### config.mk
export PLATFORM = sky130hd
export DESIGN_NAME = conv2d_im2col
export DESIGN_NICKNAME = d
export VERILOG_FILES = /design/src/rtl/conv2d_im2col.sv
export SDC_FILE = /design/constraint.sdc
export NUM_CORES = 1
export LEC_CHECK = 0
export BUFFER_PORTS_ARGS = -buffer_cell sky130_fd_sc_hd__buf_2
export CAP_MARGIN = 20
export CELL_PAD_IN_SITES_DETAIL_PLACEMENT = 0
export CELL_PAD_IN_SITES_GLOBAL_PLACEMENT = 1
export CORE_UTILIZATION = 44
export CTS_CLUSTER_DIAMETER = 150
export DETAILED_ROUTE_END_ITERATION = 16
export PLACE_DENSITY_LB_ADDON = 0.1
export REMOVE_ABC_BUFFERS = 1
export SETUP_SLACK_MARGIN = 0.02
export SLEW_MARGIN = 40
export SYNTH_ARGS = -nofsm -noshare
export SYNTH_HDL_FRONTEND = slang
export SYNTH_SLANG_ARGS = --single-unit
### constraint.sdc
create_clock -name clk -period 2 [get_ports clk]
set_input_delay 0.1 -clock clk [delete_from_list [all_inputs] [get_ports clk]]
set_output_delay 0.1 -clock clk [all_outputs]
set_load 0.02 [all_outputs]
### src/rtl/conv2d_im2col.sv
// conv2d_im2col: buffers one raster frame and regenerates it as packed KxK stride-1 patches for the conv2d block.
// Optional CONV2D_IM2COL_ZERO_PAD_EN adds one-pixel zero padding on every border (KERNEL_SIZE must be 3).
module conv2d_im2col #(
   parameter int unsigned BITWIDTH    = 8,
   parameter int unsigned IN_WIDTH    = 4,
   parameter int unsigned IN_HEIGHT   = 4,
   parameter int unsigned KERNEL_SIZE = 3,
`ifdef CONV2D_IM2COL_ZERO_PAD_EN
   localparam int unsigned OUT_W = IN_WIDTH,
   localparam int unsigned OUT_H = IN_HEIGHT,
`else
   localparam int unsigned OUT_W = IN_WIDTH - KERNEL_SIZE + 1,
   localparam int unsigned OUT_H = IN_HEIGHT - KERNEL_SIZE + 1,
`endif
   localparam int unsigned FEATURE_MAP_NUM = OUT_W * OUT_H,
   localparam int unsigned PATCH           = KERNEL_SIZE * KERNEL_SIZE,
   localparam int unsigned FM_W            = FEATURE_MAP_NUM * PATCH * BITWIDTH
) (
   input  logic                clk,
   input  logic                rst_n,
   input  logic [BITWIDTH-1:0] pixel_in,
   input  logic                pixel_valid,
   output logic                pixel_ready,
   output logic [FM_W-1:0]     feature_maps,
   output logic                calculate_start,
   input  logic                calculate_done,
   output logic                busy
);

   localparam int unsigned NPIX  = IN_WIDTH * IN_HEIGHT;
   localparam int unsigned CNT_W = (NPIX > 1) ? $clog2(NPIX) : 1;
   localparam int unsigned FR_W  = NPIX * BITWIDTH;

   typedef enum logic [1:0] {LOAD, BUILD, START, WAIT} state_e;

   state_e             state_q, state_d;
   logic [CNT_W-1:0]   cnt_q, cnt_d;
   logic [FR_W-1:0]    frame_q, frame_d;
   logic [FM_W-1:0]    fm_q, fm_d;
   logic               ready_q, ready_d;
   logic               start_q, start_d;
   logic               busy_q, busy_d;
   logic               accept;

   // Rearranges a raster frame into MSB-first patches, element (i,j) of window (r,c) per slot.
   function automatic logic [FM_W-1:0] im2col(input logic [FR_W-1:0] frame);
      logic [FM_W-1:0] fm;
      int              row;
      int              col;
      int              p;
      int              e;
      fm = '0;
      for (int r = 0; r < int'(OUT_H); r++) begin
         for (int c = 0; c < int'(OUT_W); c++) begin
            for (int i = 0; i < int'(KERNEL_SIZE); i++) begin
               for (int j = 0; j < int'(KERNEL_SIZE); j++) begin
                  p = r * int'(OUT_W) + c;
                  e = i * int'(KERNEL_SIZE) + j;
`ifdef CONV2D_IM2COL_ZERO_PAD_EN
                  row = r + i - 1;
                  col = c + j - 1;
                  if (row >= 0 && row < int'(IN_HEIGHT) && col >= 0 && col < int'(IN_WIDTH)) begin
                     fm[((int'(FEATURE_MAP_NUM) - 1 - p) * int'(PATCH) + (int'(PATCH) - 1 - e))
                        * int'(BITWIDTH) +: BITWIDTH] =
                        frame[(row * int'(IN_WIDTH) + col) * int'(BITWIDTH) +: BITWIDTH];
                  end
`else
                  row = r + i;
                  col = c + j;
                  fm[((int'(FEATURE_MAP_NUM) - 1 - p) * int'(PATCH) + (int'(PATCH) - 1 - e))
                     * int'(BITWIDTH) +: BITWIDTH] =
                     frame[(row * int'(IN_WIDTH) + col) * int'(BITWIDTH) +: BITWIDTH];
`endif
               end
            end
         end
      end
      return fm;
   endfunction

   // Next-state, buffer write and output decode; patches are captured on the edge entering BUILD.
   always_comb begin
      state_d = state_q;
      cnt_d   = cnt_q;
      frame_d = frame_q;
      fm_d    = fm_q;
      accept  = pixel_valid && ready_q;

      case (state_q)
         LOAD: begin
            if (accept) begin
               for (int k = 0; k < int'(NPIX); k++) begin
                  if (cnt_q == CNT_W'(k)) begin
                     frame_d[k * int'(BITWIDTH) +: BITWIDTH] = pixel_in;
                  end
               end
               if (cnt_q == CNT_W'(NPIX - 1)) begin
                  cnt_d   = '0;
                  state_d = BUILD;
                  fm_d    = im2col(frame_d);
               end else begin
                  cnt_d = cnt_q + CNT_W'(1);
               end
            end
         end
         BUILD:   state_d = START;
         START:   state_d = WAIT;
         WAIT: begin
            if (calculate_done) begin
               state_d = LOAD;
            end
         end
         default: state_d = LOAD;
      endcase

      ready_d = (state_d == LOAD);
      start_d = (state_d == START);
      busy_d  = (state_d != LOAD);
   end

   always_ff @(posedge clk or negedge rst_n) begin
      if (!rst_n) begin
         state_q <= LOAD;
         cnt_q   <= '0;
         frame_q <= '0;
         fm_q    <= '0;
         ready_q <= 1'b1;
         start_q <= 1'b0;
         busy_q  <= 1'b0;
      end else begin
         state_q <= state_d;
         cnt_q   <= cnt_d;
         frame_q <= frame_d;
         fm_q    <= fm_d;
         ready_q <= ready_d;
         start_q <= start_d;
         busy_q  <= busy_d;
      end
   end

   assign pixel_ready     = ready_q;
   assign calculate_start = start_q;
   assign busy            = busy_q;
   assign feature_maps    = fm_q;

endmodule

## After elaboration in Yosys (flattened, before gate mapping)

Cells that the tools add are included.

- Add/sub/neg operators: 1
- Equality and inequality tests: 19
- Mux-type cells: 21
- Reduce and logical (&&, ||, !) cells: 7

Operators by type and width:

| kind | count |
|---|---|
| 8-bit two-way mux | 16 |
| 4-bit equality test, second input constant | 8 |
| 4-bit by 3-bit equality test with 1-bit output, second input constant | 4 |
| 4-bit by 2-bit equality test with 1-bit output, second input constant | 2 |
| 2-bit one-hot mux with 4 select lines | 1 |
| 2-bit equality test, second input constant | 3 |
| 2-bit two-way mux | 3 |
| 4-bit by 1-bit adder with 4-bit output, second input constant | 1 |
| 4-bit by 1-bit equality test with 1-bit output, second input constant | 1 |
| 2-bit logical NOT | 2 |
| 4-bit logical NOT | 1 |
| 4-bit two-way mux | 1 |
| 3-bit AND reduction | 1 |
| 2-bit by 1-bit equality test with 1-bit output, second input constant | 1 |
| 2-bit AND reduction | 1 |
| 2-bit nonzero test | 1 |
| 1-bit logical AND | 1 |

- Register bits: 425
- Bits of input ports: 12
- Output and inout port bits: 291
- Logic and storage cells: 55

## Logic depth before layout (Yosys ltp)

Gate-level depths: netlist (run 1).

- Depth after elaboration: 5
- Gate-level depth with buffers: 6
- Depth with buffers taken out: 5

## Worst setup path before layout (run 1)

No wires, ideal clock.

- Kind: reg2reg
- Start point: register cnt_q[0]
- End point: register fm_q[287] (netlist: feature_maps[287])
- Library setup time: 0.125 ns
- Arrival: 1.709 ns
- Required time: 1.875 ns
- Path slack: 0.166 ns
- Cell stages (with the launch flop): 7
- Path buffers: 1
- Period minus slack after synthesis: 1.834 ns
- Cells stage by stage: dfrtp_1 inv_1 ha_1 nor3b_1 buf_2 mux2_2 mux2_2

- Longest elaborated chain between the ends: 2
- Elaborated cells between the ends (all ways): 4
- Those cells by class: 1 x eq/ne; 1 x mux; 2 x reduce/logical

Ends and longest elaborated chain:

| element | line | text |
|---|---|---|
| start: declaration | 37 | `logic [CNT_W-1:0] cnt_q, cnt_d;` |
| start signal: assignment | 132 | `cnt_q <= cnt_d;` |
| 4-bit equality test or 4-bit logical NOT (tied branches) | 97, 93 |  |
| 3-bit AND reduction (no line) or 8-bit two-way mux (tied branches) | n/a |  |
| end signal: assignment | 134 | `fm_q <= fm_d;` |
| end: declaration | 39 | `logic [FM_W-1:0] fm_q, fm_d;` |

Parallel ways exist; a longest one is shown, timed or not.
A chain may end at the register's enable or synchronous reset.

## Worst setup path after layout (run 1)

- Start point: register cnt_q[1]
- End point: register fm_q[276] (netlist: feature_maps[276])

- Longest elaborated chain between the ends: 2
- Elaborated cells between the ends (all ways): 4
- Those cells by class: 2 x eq/ne; 1 x mux; 1 x reduce/logical

Ends and longest elaborated chain:

| element | line |
|---|---|
| 4-bit equality test or 4-bit by 1-bit equality test with 1-bit output (tied branches) | 97, 93 |
| 3-bit AND reduction (no line) or 8-bit two-way mux (tied branches) | n/a |

Parallel ways exist; a longest one is shown, timed or not.

==> summary.md, run 1 <==
| Metric | Value |
|---|---|
| Clk_skew | `0.0167 ns` |
| Endpoint class of the critical path | `flop` |
| Worst VDD drop | `~0.00061 V` |
| Crit-path max FO | `9` |
| First-pass DRT Iterations | `4` |
| Ports | `303` |
| Vias in the first global route | `7175` |
| RR Startpoint | `cnt_q[1]` |
| Final core occ | `0.513` |
| WL/cell | `18.4 µm` |
| CTS tree | `done` |
| Setup slack, reg-to-reg | `0.09 ns` |
| Final setup violation count | `0` |
| Period Utilization, post-route | `0.956` |
| Via count | `7182` |
| CTS clk-pin slew, worst paths | `0.06 ns` |
| Minimum clock period | `1.91 ns` |
| Peak Freq | `about 520 MHz` |
| Worst Hold Slack | `around 0.11 ns` |
| FF-to-FF path depth | `6` |
| Avg Cell Area, Syn | `roughly 15 µm²` |
| Die X | `175 µm` |
| Design area | `15200 µm²` |
| Worst EP arrival | `2.33 ns` |
| Post-synth top area cell | `dfrtp_1` |
| Endpoints failing hold | `0` |
| Synthesized instance count | `900` |
| Starting Density | `0.447` |
| Nets | `~1100` |
| Synthesis-to-layout area growth | `14.8%` |
| Power Density | `1200 nW/µm²` |
| Max-slew headroom | `0.493` |
| # rows | `63` |
| CTS buffer count | `29` |
| Antenna Nets Post-Route | `0` |
| Core Region | `29600 µm²` |
| Worst min path class | `in -> async` |
| Leak | `0.00837 µW` |
| Clock Tree Buf Depth | `3` |
| DPL Wire Length | `17300 µm` |
| DR DRC count | `0` |
| Worst setup SP type | `flop` |
| Sequential share of the synthesized area | `0.487` |
| Synthesized area | `approximately 13000 µm²` |
| Synth top area share | `0.485` |
| DP Area | `14100 µm²` |
| Worst-Margin Slew | `about 0.76 ns` |
| Global-route wire length before repair | `roughly 43000 µm` |
| RSZ-0062 raised after global routing | `yes` |
| Most frequent cells in the layout | `buf_2, mux2_2, dfrtp_1, mux2_4, clkbuf_16` |
| Total grt overflow | `0` |
| Largest net degree at the start of global routing | `between 60 and 70` |
| Clk Latency, worst-skew pair | `0.54 ns` |
| Critical path class | `reg -> reg` |
| Layout cells sized above 1 | `0.735` |
| Synthesis-stage register bit count | `257` |
| Total Routing Usage GR | `0.179` |
| Data required time of the worst path | `2.42 ns` |
| Port bufs | `302` |
| # Post-CTS Setup Buffers | `0` |
| CTS Root Cell | `clkbuf_16` |
| Ys Warns | `0` |
| Synth area leaders | `dfrtp_1, mux2_2, mux2_4` |
| Count of different cell masters after synthesis | `34` |
| Setup TNS | `0 ns` |
| Die Ht | `between 150 and 200 µm` |
| Final WS setup | `0.0888 ns` |
| Antenna violations before repair | `0` |
| RR Endpoint | `feature_maps[276]` |
| Die area | `30700 µm²` |
| Drt initial violations | `273` |
| H-Tree Depth | `1` |
| Final Slew Violations | `0` |
| Clock Sinks | `257` |
| Status | `complete, no violations` |
| Dpl ws | `0.0240 ns` |
| Mean number of vias per cell | `4.88` |
| Total wire length | `27100 µm` |
| Total of max-cap violations | `0` |
| Most common cell after layout, fill and taps aside | `buf_2` |
| Routability cong. | `around 0.7` |
-- final cells by class --
type	instances	area, µm²
Tap cell	390	488
Multi-Input combinational cell	422	5080
Timing Repair Buffer	348	2150
Clock buffer	43	868
Fill cell	2579	14400
Antenna cell	1	2.50
Inverter	3	11.3
Clock inverter	9	123
Sequential cell	257	6430
-- layer usage --
metal / global-route usage / wire length (µm) / vias to the layer above / share of wire
met5: 0 / 0 / - / 0
met2: 0.296 / 12700 / 229 / 0.47
met1: 0.252 / 12700 / 3618 / 0.47
met3: 0.0220 / 1250 / 36 / 0.046
met4: 0.0406 / 418 / 0 / 0.015
li1: - / - / 3299 / -
-- power by group --
part           switching, µW  leakage [µW]  total [µW]  internal (µW)
sequential               743       0.00350        7190           6440
clock                   2080      0.000490        5450           3360
combinational           2670       0.00438        5590           2920
-- critical path, cell delays in order (launching register included) --
cell and delay, ns:
dfrtp_1 0.41, inv_1 0.12, ha_2 0.26, nor3b_4 0.21, buf_6 0.17, mux2_2 0.36, mux2_4 0.26
-- synthesized netlist by cell type --
library cell,n
buf_4,163
mux2_4,86
buf_12,14
nand2_2,3
or2_2,1
inv_1,3
nand3_4,1
nor2_8,9
xnor2_1,1
dfstp_2,1
a21o_1,1
clkbuf_1,24
nor3b_2,1
nor2_4,1
or3_1,1
nand3_1,3
nand3_2,2
nor3b_1,3
nor2b_1,1
nand2_1,3
nand4bb_1,1
o21ai_1,1
nor2_2,2
nand3b_1,8
nand2_4,1
ha_1,4
dfrtp_1,256
buf_6,13
mux2_2,283
nor4bb_1,1
o21ai_0,2
buf_2,4
a21oi_1,1
nor2_1,1
-- metrics by stage --
stage | cells | power, µW
after floorplan | 682 | 10800
after global placement | 1417 | 12800
after detailed placement | 1417 | 12800
after CTS | 1472 | 18400
after global routing | 1472 | 19200
final | 1473 | 18200
-- cell families after synthesis --
kind of cell	Yosys count	share of synthesized area
AO/OA/AOI/OAI	5	0.00208
XOR/XNOR	1	0.000663
adder cells (fa/ha/maj)	4	0.00379
buffers and inverters	221	0.134
flip-flops	257	0.487
multiplexers	369	0.339
AND/OR/NAND/NOR	43	0.0331
-- sequential cells by signal, indices dropped and copies added (netlist names) --
| register | flops |
|---|---|
| pixel_ready | 1 |
| state_q | 2 |
| calculate_start | 1 |
| frame_q | 120 |
| cnt_q | 4 |
| busy | 1 |
| feature_maps | 128 |
-- what timing repair did --
item | CTS | global route
gates resized for setup | 6 | 10
endpoints found under the setup margin | 27 | 49
hold buffers | 2 | 0
endpoints found under the hold margin | 126 | 0
cloned | 1 | 0
-- worst max-delay path by stage --
stage / startpoint / end / slack [ns] / cells after the start
detailed placement: cnt_q[0] / feature_maps[285] / 0.02 / 6
finish: cnt_q[1] / feature_maps[276] / 0.09 / 6
global route: cnt_q[1] / feature_maps[286] / -0.003 / 6
floorplan: pixel_ready / feature_maps[144] / -2.92 / 3
CTS: cnt_q[0] / frame_q[116] / 0.01 / 6
global placement: cnt_q[0] / feature_maps[284] / 0.03 / 6
No activity file was read; power rests on OpenSTA's default activity.
==> run 2: changes to the inputs <==
--- a/config.mk
+++ b/config.mk
@@ -9,7 +9,7 @@
 export CAP_MARGIN = 20
 export CELL_PAD_IN_SITES_DETAIL_PLACEMENT = 0
 export CELL_PAD_IN_SITES_GLOBAL_PLACEMENT = 1
-export CORE_UTILIZATION = 44
+export CORE_UTILIZATION = 40
 export CTS_CLUSTER_DIAMETER = 150
 export DETAILED_ROUTE_END_ITERATION = 16
 export PLACE_DENSITY_LB_ADDON = 0.1
==> summary.md, run 2 (same netlist as run 1, synthesis figures left out) <==
| Metric | Value |
|---|---|
| Largest net degree at the start of global routing | `70` |
| Worst min path class | `in -> async` |
| H-Tree Depth | `1` |
| Ant. Diodes | `0` |
| Most common cell after layout, fill and taps aside | `buf_2` |
| Total Routing Usage GR | `0.163` |
| Worst VDD drop | `0.000619 V` |
| Drt initial violations | `215` |
| # rows | `66` |
| Die X | `approximately 180 µm` |
| Clock Sinks | `257` |
| Routability cong. | `0.695` |
| Ports | `303` |
| Vias in the first global route | `6939` |
| CTS tree | `done` |
| Area of the multi-input gates | `5070 µm²` |
| DR DRC count | `0` |
| First-pass DRT Iterations | `4` |
| CP delay by family, top | `multiplexers` |
| Synthesis-to-layout area growth | `14.2%` |
| Global-route wire length before repair | `42200 µm` |
| Total wire length | `27300 µm` |
| Die Ht | `184 µm` |
| Endpoint class of the critical path | `flop` |
| Nets | `1070` |
| Max incr delay on CP | `0.41 ns` |
| WL/cell | `18.0 µm` |
| Core Region | `32500 µm²` |
| Cell breakdown of the critical path | `inv_1 -> ha_2 -> nor3b_1 -> buf_4 -> mux2_2 -> mux2_4` |
| Starting Density | `0.406` |
| Most frequent cells in the layout | `buf_2, mux2_2, dfrtp_1, mux2_4, clkbuf_16` |
| Antenna Nets Post-Route | `0` |
| Endpoints failing hold | `0` |
| Worst Path Buf+Inv | `2` |
| Layout fillers | `between 2000 and 3000` |
| Antenna violations before repair | `0` |
| Port bufs | `302` |
| Power Total | `approximately 18000 µW` |
| FF-to-FF path depth | `6` |
| Clk Latency, worst-skew pair | `0.55 ns` |
| Data required time of the worst path | `2.43 ns` |
| Mean number of vias per cell | `4.65` |
| Die area | `roughly 34000 µm²` |
| Crit-path max FO | `9` |
| Leak | `0.00832 µW` |
| CP max-delay cell | `dfrtp_1` |
| DPL Wire Length | `17000 µm` |
| RR Startpoint | `cnt_q[1]` |
| Power Density | `about 1200 nW/µm²` |
| Period Utilization, post-route | `0.952` |
| Finished Layout Cells | `1517` |
| Clk_skew | `0.0121 ns` |
| Max FFs per register | `128` |
| Peak Freq | `525 MHz` |
| Final setup violation count | `0` |
| Setup TNS | `0 ns` |
| Critical path class | `reg -> reg` |
| CTS clk-pin slew, worst paths | `0.06 ns` |
| RSZ-0062 raised after global routing | `yes` |
| Layout cells sized above 1 | `0.731` |
| Minimum clock period | `1.90 ns` |
| Worst setup SP type | `flop` |
| Total grt overflow | `0` |
| Total of max-cap violations | `0` |
| CTS Root Cell | `clkbuf_16` |
| Clock Tree Buf Depth | `3` |
| Status | `complete, no violations` |
| RR Endpoint | `feature_maps[276]` |
| CTS buffer count | `29` |
| Register Area | `~6400 µm²` |
| Setup slack, reg-to-reg | `approximately 0.095 ns` |
| Via count | `around 7100` |
| Worst EP arrival | `2.33 ns` |
| Final Slew Violations | `0` |
| Inst Count DP | `roughly 1500` |
| Max-slew headroom | `0.466` |
| Worst-Margin Slew | `roughly 0.8 ns` |
==> run 2: how the worst max path moves through the flow <==
stage               cells after the start  slack, ns           endpoint         from
finish                                  6        0.1  feature_maps[276]     cnt_q[1]
global route                            6       0.02  feature_maps[249]     cnt_q[0]
global placement                        6      -0.01  feature_maps[286]     cnt_q[0]
CTS                                     6       0.02  feature_maps[265]     cnt_q[0]
detailed placement                      6      0.002  feature_maps[286]     cnt_q[0]
floorplan                               3      -2.92  feature_maps[144]  pixel_ready
==> run 2: what timing repair did <==
| action | CTS | global route |
|---|---|---|
| endpoints found under the setup margin | 8 | 85 |
| gates resized for setup | 2 | 8 |
| hold buffers | 2 | 0 |
| cloned | 0 | 0 |
| hold endpoints to repair | 259 | 0 |
| pin swaps | 0 | 0 |
| setup buffers | 0 | 0 |
==> run 2: routing by layer <==
metal,part of all wire,GRT usage,vias to the layer above
li1,-,-,3275
met1,0.48,0.232,3526
met2,0.46,0.262,230
met3,0.047,0.0248,25
met4,0.012,0.0333,0
met5,0,0,-
==> run 2: area by class of cell <==
type / instances / area share
repair buffers: 341 / 0.137
inverters: 3 / 0.000747
multi-input cells: 422 / 0.337
clock inverters: 12 / 0.00780
flip-flops and latches: 257 / 0.427
clock buffers: 40 / 0.0548
well taps: 442 / 0.0367
==> run 2: through the flow <==
stage,hold WS [ns],setup slack [ns],instance area [µm²],util
2_1_floorplan,-0.196,-2.92,11400,-
3_3_place_gp,-0.00442,-0.0135,14100,0.433
3_5_place_dp,-0.00101,0.00214,14100,0.433
4_1_cts,0.00642,0.0233,15100,0.463
5_1_grt,0.0259,0.0175,15100,0.464
6_report,0.0138,0.0950,15100,0.464
==> run 2: power breakdown <==
part | internal [µW] | switching, µW
clock | 3130 | 2150
sequential | 6440 | 715
combinational | 2890 | 2670
total | 12500 | 5530
